==> config.mk <==
export PLATFORM = sky130hd
export DESIGN_NAME = display_scan_scheduler
export DESIGN_NICKNAME = d
export VERILOG_FILES = /design/src/rtl/display_scan_scheduler.sv
export SDC_FILE = /design/constraint.sdc
export NUM_CORES = 1
export LEC_CHECK = 0
export ABC_AREA = 1
export CAP_MARGIN = 10
export CORE_MARGIN = 2
export CORE_UTILIZATION = 60
export DETAILED_ROUTE_END_ITERATION = 8
export GPL_ROUTABILITY_DRIVEN = 0
export PLACE_DENSITY = 0.82
export SYNTH_ARGS = -nofsm -noshare
export SYNTH_HDL_FRONTEND = slang
export SYNTH_SLANG_ARGS = --single-unit
==> constraint.sdc <==
create_clock -name clk -period 3.5 [get_ports clk]
set_input_delay 0.7 -clock clk [delete_from_list [all_inputs] [get_ports clk]]
set_output_delay 0.7 -clock clk [all_outputs]
set_load 0.1 [all_outputs]
==> src/rtl/display_scan_scheduler.sv <==
// Two-digit multiplexed display scanner with double-buffered digit pair.
// Ports: clk, reset (async, high), load_valid/ready, load_left/right [3:0],
//   blank, digit [3:0], select [1:0] (10 left, 01 right), frame_done.
// Option: define DEADTIME_EN to insert GAP_CYCLES of blanking between
//   digits; otherwise only the post-reset GAP_LR cycle remains.
module display_scan_scheduler #(
  parameter int unsigned DWELL_CYCLES = 24000,
  parameter int unsigned GAP_CYCLES   = 240
) (
  input  logic       clk,
  input  logic       reset,
  input  logic       load_valid,
  input  logic [3:0] load_left,
  input  logic [3:0] load_right,
  output logic       load_ready,
  input  logic       blank,
  output logic [3:0] digit,
  output logic [1:0] select,
  output logic       frame_done
);

  typedef enum logic [1:0] {
    SHOW_R,
    GAP_RL,
    SHOW_L,
    GAP_LR
  } state_t;

  localparam logic [15:0] DWELL_LAST = 16'(DWELL_CYCLES - 1);
`ifdef DEADTIME_EN
  localparam logic [15:0] GAP_LAST = 16'(GAP_CYCLES - 1);
`else
  // gaps collapse; the reset GAP_LR holds for a single cycle
  localparam logic [15:0] GAP_LAST = 16'(GAP_CYCLES - GAP_CYCLES);
`endif

  state_t      state;
  state_t      state_n;
  logic [15:0] cnt;
  logic [3:0]  disp_l;
  logic [3:0]  disp_r;
  logic [3:0]  pend_l;
  logic [3:0]  pend_r;
  logic [3:0]  disp_l_n;
  logic [3:0]  disp_r_n;
  logic        boundary;
  logic        take;
  logic        accept;
  logic [1:0]  sel_n;
  logic [3:0]  dig_n;

  always_comb begin
    state_n = state;
    unique case (state)
      SHOW_R: begin
        if (cnt == DWELL_LAST) begin
`ifdef DEADTIME_EN
          state_n = GAP_RL;
`else
          state_n = SHOW_L;
`endif
        end
      end
      GAP_RL: begin
        if (cnt == GAP_LAST)
          state_n = SHOW_L;
      end
      SHOW_L: begin
        if (cnt == DWELL_LAST) begin
`ifdef DEADTIME_EN
          state_n = GAP_LR;
`else
          state_n = SHOW_R;
`endif
        end
      end
      GAP_LR: begin
        if (cnt == GAP_LAST)
          state_n = SHOW_R;
      end
      default: state_n = GAP_LR;
    endcase
  end

  // Frame boundary: the edge entering SHOW_R. A full pending
  // register (load_ready low) is swapped onto the display there.
  assign boundary = (state_n == SHOW_R) && (state != SHOW_R);
  assign take     = boundary && !load_ready;
  assign accept   = load_valid && load_ready;
  assign disp_l_n = take ? pend_l : disp_l;
  assign disp_r_n = take ? pend_r : disp_r;

  always_comb begin
    sel_n = 2'b00;
    dig_n = 4'h0;
    unique case (1'b1)
      (state_n == SHOW_R): begin
        sel_n = 2'b01;
        dig_n = disp_r_n;
      end
      (state_n == SHOW_L): begin
        sel_n = 2'b10;
        dig_n = disp_l_n;
      end
      default: begin
        sel_n = 2'b00;
        dig_n = 4'h0;
      end
    endcase
  end

  always_ff @(posedge clk or posedge reset) begin
    if (reset) begin
      state      <= GAP_LR;
      cnt        <= 16'd0;
      select     <= 2'b00;
      digit      <= 4'h0;
      frame_done <= 1'b0;
      load_ready <= 1'b1;
      disp_l     <= 4'h0;
      disp_r     <= 4'h0;
      pend_l     <= 4'h0;
      pend_r     <= 4'h0;
    end else begin
      state      <= state_n;
      cnt        <= (state_n != state) ? 16'd0 : cnt + 16'd1;
      frame_done <= take;
      disp_l     <= disp_l_n;
      disp_r     <= disp_r_n;
      // accept and take are exclusive: one needs ready high,
      // the other needs it low
      if (accept) begin
        pend_l     <= load_left;
        pend_r     <= load_right;
        load_ready <= 1'b0;
      end else if (take) begin
        load_ready <= 1'b1;
      end
      // blank is sampled like every other input: it darkens the
      // select lines from the next edge, the scan keeps running
      select <= blank ? 2'b00 : sel_n;
      digit  <= dig_n;
    end
  end

endmodule

==> impl_metrics.toml, run 1 <==
[outcome]
status = "finished clean"

[routing]
postRouteAntennaNets = 0
drt_iter0_drc = 77
wl_per_cell_microns = 11.8
detailroute.via_count = 1469
drt_wl_total_microns = 3400
routed_via_density = 5.12
route.detailed.drc = 0
dr.pass1.iters = 4

[logic_synthesis]
yosys.area.top_type = "dfrtp_1"
syn_inst = 214
synth_top_area_share_pct = 48.5
synth_area_sq_um = 2010
ys_seq_area_share_pct = 52.4
ys_top_cells_by_area = "dfrtp_1, nand2_1, nand3_1"
postSynthAreaPerCell_sq_um = 9.40
synth_cell_type_count = 31
ys_warn_count = 0
syn_nets = 228
ys_ff_latch = 42

[sta]
fin_crit_sh_pct = 72.3
maxSlewViolCount = 0
worst_slack_ps = 969
tightestPinTransition_ps = 975
fin_skew_ps = 15.1
setup_violations = 0
grt_setup_unrepaired = "false"
hold_viol_final = 0
fin_crit_ps = 2530
max_freq_ghz = 0.395
tns_ps = 0
slew_headroom_pct = 34.8

[critical_path]
critPathSlowestCell = "clkdlybuf4s50_1"
arrival_ps = 1830
crit_family = "buffers and inverters"
endpoint_kind = "output port"
crit_type = "reg2out"
cp_slowest_stage_delay_ps = 1130
worst-endpoint-required_ps = 2800
crit_path_start_kind = "flop"
cp_num_buf_inv = 1
worstPathCellList = "clkdlybuf4s50_1"
cp_max_fo = 1

[floorplan]
num_io_pins = 20
die_area_sq_um = 3830
die_w_microns = 61.9
die_h_microns = 61.9
core_area_sq_um = 3280
rows = 21
initial_core_util_pct = 61.3

[min_path]
hold_path_class = "reg2reg"

[grt]
track_usage_pct = 20.6
grt_pass1_wl_microns = 5690
antenna_found_initial = 0
grt_pass1_vias = 1309
overflow = 0
grt_max_degree = 43

[clock_network]
numCtsBuffers = 5
hold_buffers = 0
cts_buffer_depth = 2
root_buffer = "clkbuf_4"
clk_latency_ps = 360
cts_setup_buffers = 0
clk_pin_slew_worst_paths_ps = 120
cts_tree = "yes"
htreeDepth = 2
cts_sinks = 42
cts_resized = 0

[final_layout]
syn2layout_area_growth_pct = 15.6
final_cell_mix = "dfrtp_1, nand2_1, inv_1, nor2_1, nand3_1"
final_net_count = 254
regArea_sq_um = 1050
drive_gt1_share_pct = 18.7
diodes = 0
final_util_pct = 70.8
multi_input_area_sq_um = 828
fill_cells = 268
final_common_cell = "dfrtp_1"

[place]
port-buffer-count = 19
hpwl_microns = 2420
dp_worst_setup_slack_ps = 1350

[pwr]
power_density_nw_per_um2 = 367
power_mw = 0.853
p_leak_nw = 1.15
ir_drop_mv = 0.268

[job]
drv_cap = 0
where the power goes:
group          switching (mW)  internal, mW  leakage, nW  total, mW
logic                  0.0175        0.0201        0.556     0.0376
clock network           0.161         0.152       0.0456      0.313
registers             0.00571         0.497        0.546      0.502
total                   0.184         0.668         1.15      0.853
stage by stage:
step	cells	hold WS (ps)	area, sq um
2_1_floorplan	214	444	2010
3_3_place_gp	279	458	2240
3_5_place_dp	279	462	2240
4_1_cts	287	494	2330
5_1_grt	287	521	2330
6_report	287	496	2330
per-layer routing:
metal / part of all wire [%] / global-route usage (%) / up-vias
li1: - / - / 753
met1: 50 / 29.9 / 677
met2: 46 / 29.3 / 35
met3: 3.5 / 6.42 / 4
met4: 1.1 / 6.99 / 0
met5: 0 / 0 / -
final timing paths:
kind / start / end / slack (ps) / depth (start not counted)
worst min register to register: disp_r[3]$_DFF_PP0_ / disp_r[3]$_DFF_PP0_ / 500 / 2
worst max register to register: cnt[0]$_DFF_PP0_ / digit[1]$_DFF_PP0_ / 1710 / 11
worst max-delay path: digit[2]$_DFF_PP0_ / digit[2] / 970 / 1
min in group asynchronous: reset / disp_l[1]$_DFF_PP0_ / 740 / 3
worst min-delay path: disp_r[3]$_DFF_PP0_ / disp_r[3]$_DFF_PP0_ / 500 / 2
max in group asynchronous: reset / load_ready$_DFFE_PP1P_ / 2390 / 3
synthesized netlist by cell type (all sizes together):
cell type  instances
a211oi             1
a21oi              6
a31oi              1
buf                1
clkinv             2
dfrtp             39
dfstp              3
ha                 2
inv               27
mux2               8
nand2             47
nand3             23
nand4              7
nor2              28
nor3               6
nor3b              1
nor4               1
o21ai              7
xnor2              2
xor2               2
flip-flops by register name, indices dropped and copies added (netlist names):
register,flops
load_ready,1
pend_r,4
digit,4
pend_l,4
cnt,16
disp_l,4
state,2
disp_r,4
frame_done,1
select,2
logic make-up (layout without fill, tap and decap cells):
| family | after synthesis | in the layout | share of synthesized area (%) |
|---|---|---|---|
| simple gates | 113 | 113 | 29.8 |
| flops | 42 | 42 | 52.4 |
| buf+inv | 30 | 57 | 6.41 |
| compound gates | 15 | 15 | 3.92 |
| mux | 8 | 8 | 4.48 |
| xor+xnor | 4 | 4 | 1.74 |
| fa+ha+maj | 2 | 2 | 1.24 |
final cells by class:
cell class / instances / area share, %
multi-input cells: 142 / 35.6
flip-flops and latches: 42 / 45.3
clock inverters: 3 / 1.88
well taps: 46 / 2.47
repair buffers: 20 / 8.39
inverters: 29 / 4.68
clock buffers: 5 / 1.61
(Power assumes the default switching activity.)
==> inputs of run 2 (changes only) <==
--- a/config.mk
+++ b/config.mk
@@ -8,10 +8,10 @@
 export ABC_AREA = 1
 export CAP_MARGIN = 10
 export CORE_MARGIN = 2
-export CORE_UTILIZATION = 60
+export CORE_UTILIZATION = 56
 export DETAILED_ROUTE_END_ITERATION = 8
 export GPL_ROUTABILITY_DRIVEN = 0
-export PLACE_DENSITY = 0.82
+export PLACE_DENSITY = 0.78
 export SYNTH_ARGS = -nofsm -noshare
 export SYNTH_HDL_FRONTEND = slang
 export SYNTH_SLANG_ARGS = --single-unit
==> constraint.sdc (replaced) <==
create_clock -name clk -period 2.65 [get_ports clk]
set_input_delay 0.53 -clock clk [delete_from_list [all_inputs] [get_ports clk]]
set_output_delay 0.53 -clock clk [all_outputs]
set_load 0.1 [all_outputs]
==> impl_metrics.toml, run 2 (synthesis results as in run 1) <==
[final_layout]
final_cell_mix = "dfrtp_1, nand2_1, inv_1, nor2_1, nand3_1"
final_net_count = 254
drive_gt1_share_pct = 21.2
fin_cells = 287
final_common_cell = "dfrtp_1"
largest-register = "cnt"
largest_register_ffs = 16
design_area_sq_um = 2310
diodes = 0
final_util_pct = 68.0
syn2layout_area_growth_pct = 14.6

[grt]
grt_max_degree = 43
track_usage_pct = 21.0
grt_pass1_vias = 1444
antenna_found_initial = 0
grt_pass1_wl_microns = 6530
overflow = 0

[critical_path]
cp_max_fo = 11
worstPathCellList = "inv_1 > ha_1 > nand2_1 > nor2_2 > nand2_2 > nand2_4 > nand2_8 > nor2_8 > nand3_1 > nand2_1 > nand3_1 > nand2_1"
cp_num_buf_inv = 1
crit_path_start_kind = "flop"
crit_type = "reg2reg"
endpoint_kind = "flop"
path_common_cell = "nand2_1"
critPathSlowestCell = "dfrtp_1"
crit_family = "simple AND/OR/NAND/NOR gates"
cp_slowest_stage_delay_ps = 430
worst-endpoint-required_ps = 2960
arrival_ps = 2090

[sta]
tightestPinTransition_ps = 512
hold_ws_ps = 494
fin_crit_sh_pct = 67.3
fin_crit_ps = 1780
fin_skew_ps = 5.23
hold_viol_final = 0
slew_headroom_pct = 65.9
maxSlewViolCount = 0
setup_violations = 0
max_freq_ghz = 0.561
worst_slack_ps = 866
grt_setup_unrepaired = "false"
tns_ps = 0

[floorplan]
initial_core_util_pct = 59.4
num_io_pins = 20
die_w_microns = 63.9
rows = 21
die_area_sq_um = 4090
die_h_microns = 63.9
core_area_sq_um = 3390

[clock_network]
clk_pin_slew_worst_paths_ps = 120
root_buffer = "clkbuf_4"
numCtsBuffers = 5
cts_setup_buffers = 0
cts_resized = 0
cts_sinks = 42
cts_tree = "yes"
hold_buffers = 0
htreeDepth = 2
clk_latency_ps = 360
cts_buffer_depth = 2

[routing]
top_layer = "met4"
detailroute.via_count = 1486
drt_wl_total_microns = 3730
wl_met3_microns = 163
dr.pass1.iters = 4
route.detailed.drc = 0
wl_per_cell_microns = 13.0
wl_met1_microns = 1820
dr_wl_met2_microns = 1670
routed_via_density = 5.18
postRouteAntennaNets = 0
drt_iter0_drc = 76

[min_path]
hold_path_class = "reg2reg"

[place]
port-buffer-count = 19
hpwl_microns = 2520
dp.cells = 279
placed_area_sq_um = 2230
dp_worst_setup_slack_ps = 872

[outcome]
status = "finished clean"

[pwr]
ir_drop_mv = 0.299
p_leak_nw = 1.15
power_density_nw_per_um2 = 488
power_mw = 1.13

[job]
drv_cap = 0
[run 2: changes by cell type in the layout (fill, tap and decap cells not counted)]
cell,previous run,this run
inv_6,1,0
clkdlybuf4s50_1,18,11
clkinv_2,1,0
clkbuf_1,0,1
buf_4,2,9
clkinvlp_4,0,1
[run 2: per-layer routing]
metal / vias up / GRT usage [%]
li1: 751 / -
met1: 694 / 28.9
met2: 32 / 30.1
met3: 9 / 6.87
met4: 0 / 9.51
met5: - / 0
[run 2: where the power goes]
| part | internal, mW | switching (mW) | leakage (nW) |
|---|---|---|---|
| combinational | 0.0263 | 0.0240 | 0.570 |
| clock | 0.199 | 0.211 | 0.0385 |
| sequential | 0.656 | 0.00903 | 0.546 |
[run 2: worst reg2reg max path: cells and delay by family (launching register included)]
family,cells,cell delay [ps]
and+or+nand+nor,10,1080
adders and majority gates,1,160
buffers and inverters,1,80
DFF,1,430
[run 2: path summary, 6_finish.rpt]
path | from | endpoint | slack (ps) | cells after the start
max | cnt[0]$_DFF_PP0_ | digit[2]$_DFF_PP0_ | 870 | 12
min | disp_l[1]$_DFF_PP0_ | disp_l[1]$_DFF_PP0_ | 490 | 2
max reg2reg | cnt[0]$_DFF_PP0_ | digit[2]$_DFF_PP0_ | 870 | 12
min reg2reg | disp_l[1]$_DFF_PP0_ | disp_l[1]$_DFF_PP0_ | 490 | 2
max in group asynchronous | reset | state[0]$_DFF_PP1_ | 1700 | 3
min in group asynchronous | reset | pend_r[3]$_DFFE_PP0P_ | 580 | 3
[run 2: cell type report]
cell class	instances	area, sq um
Sequential cell	42	1050
Inverter	29	109
Multi-Input combinational cell	142	828
Clock buffer	6	41.3
Tap cell	46	57.6
Clock inverter	2	37.5
Fill cell	273	1080
Timing Repair Buffer	20	178
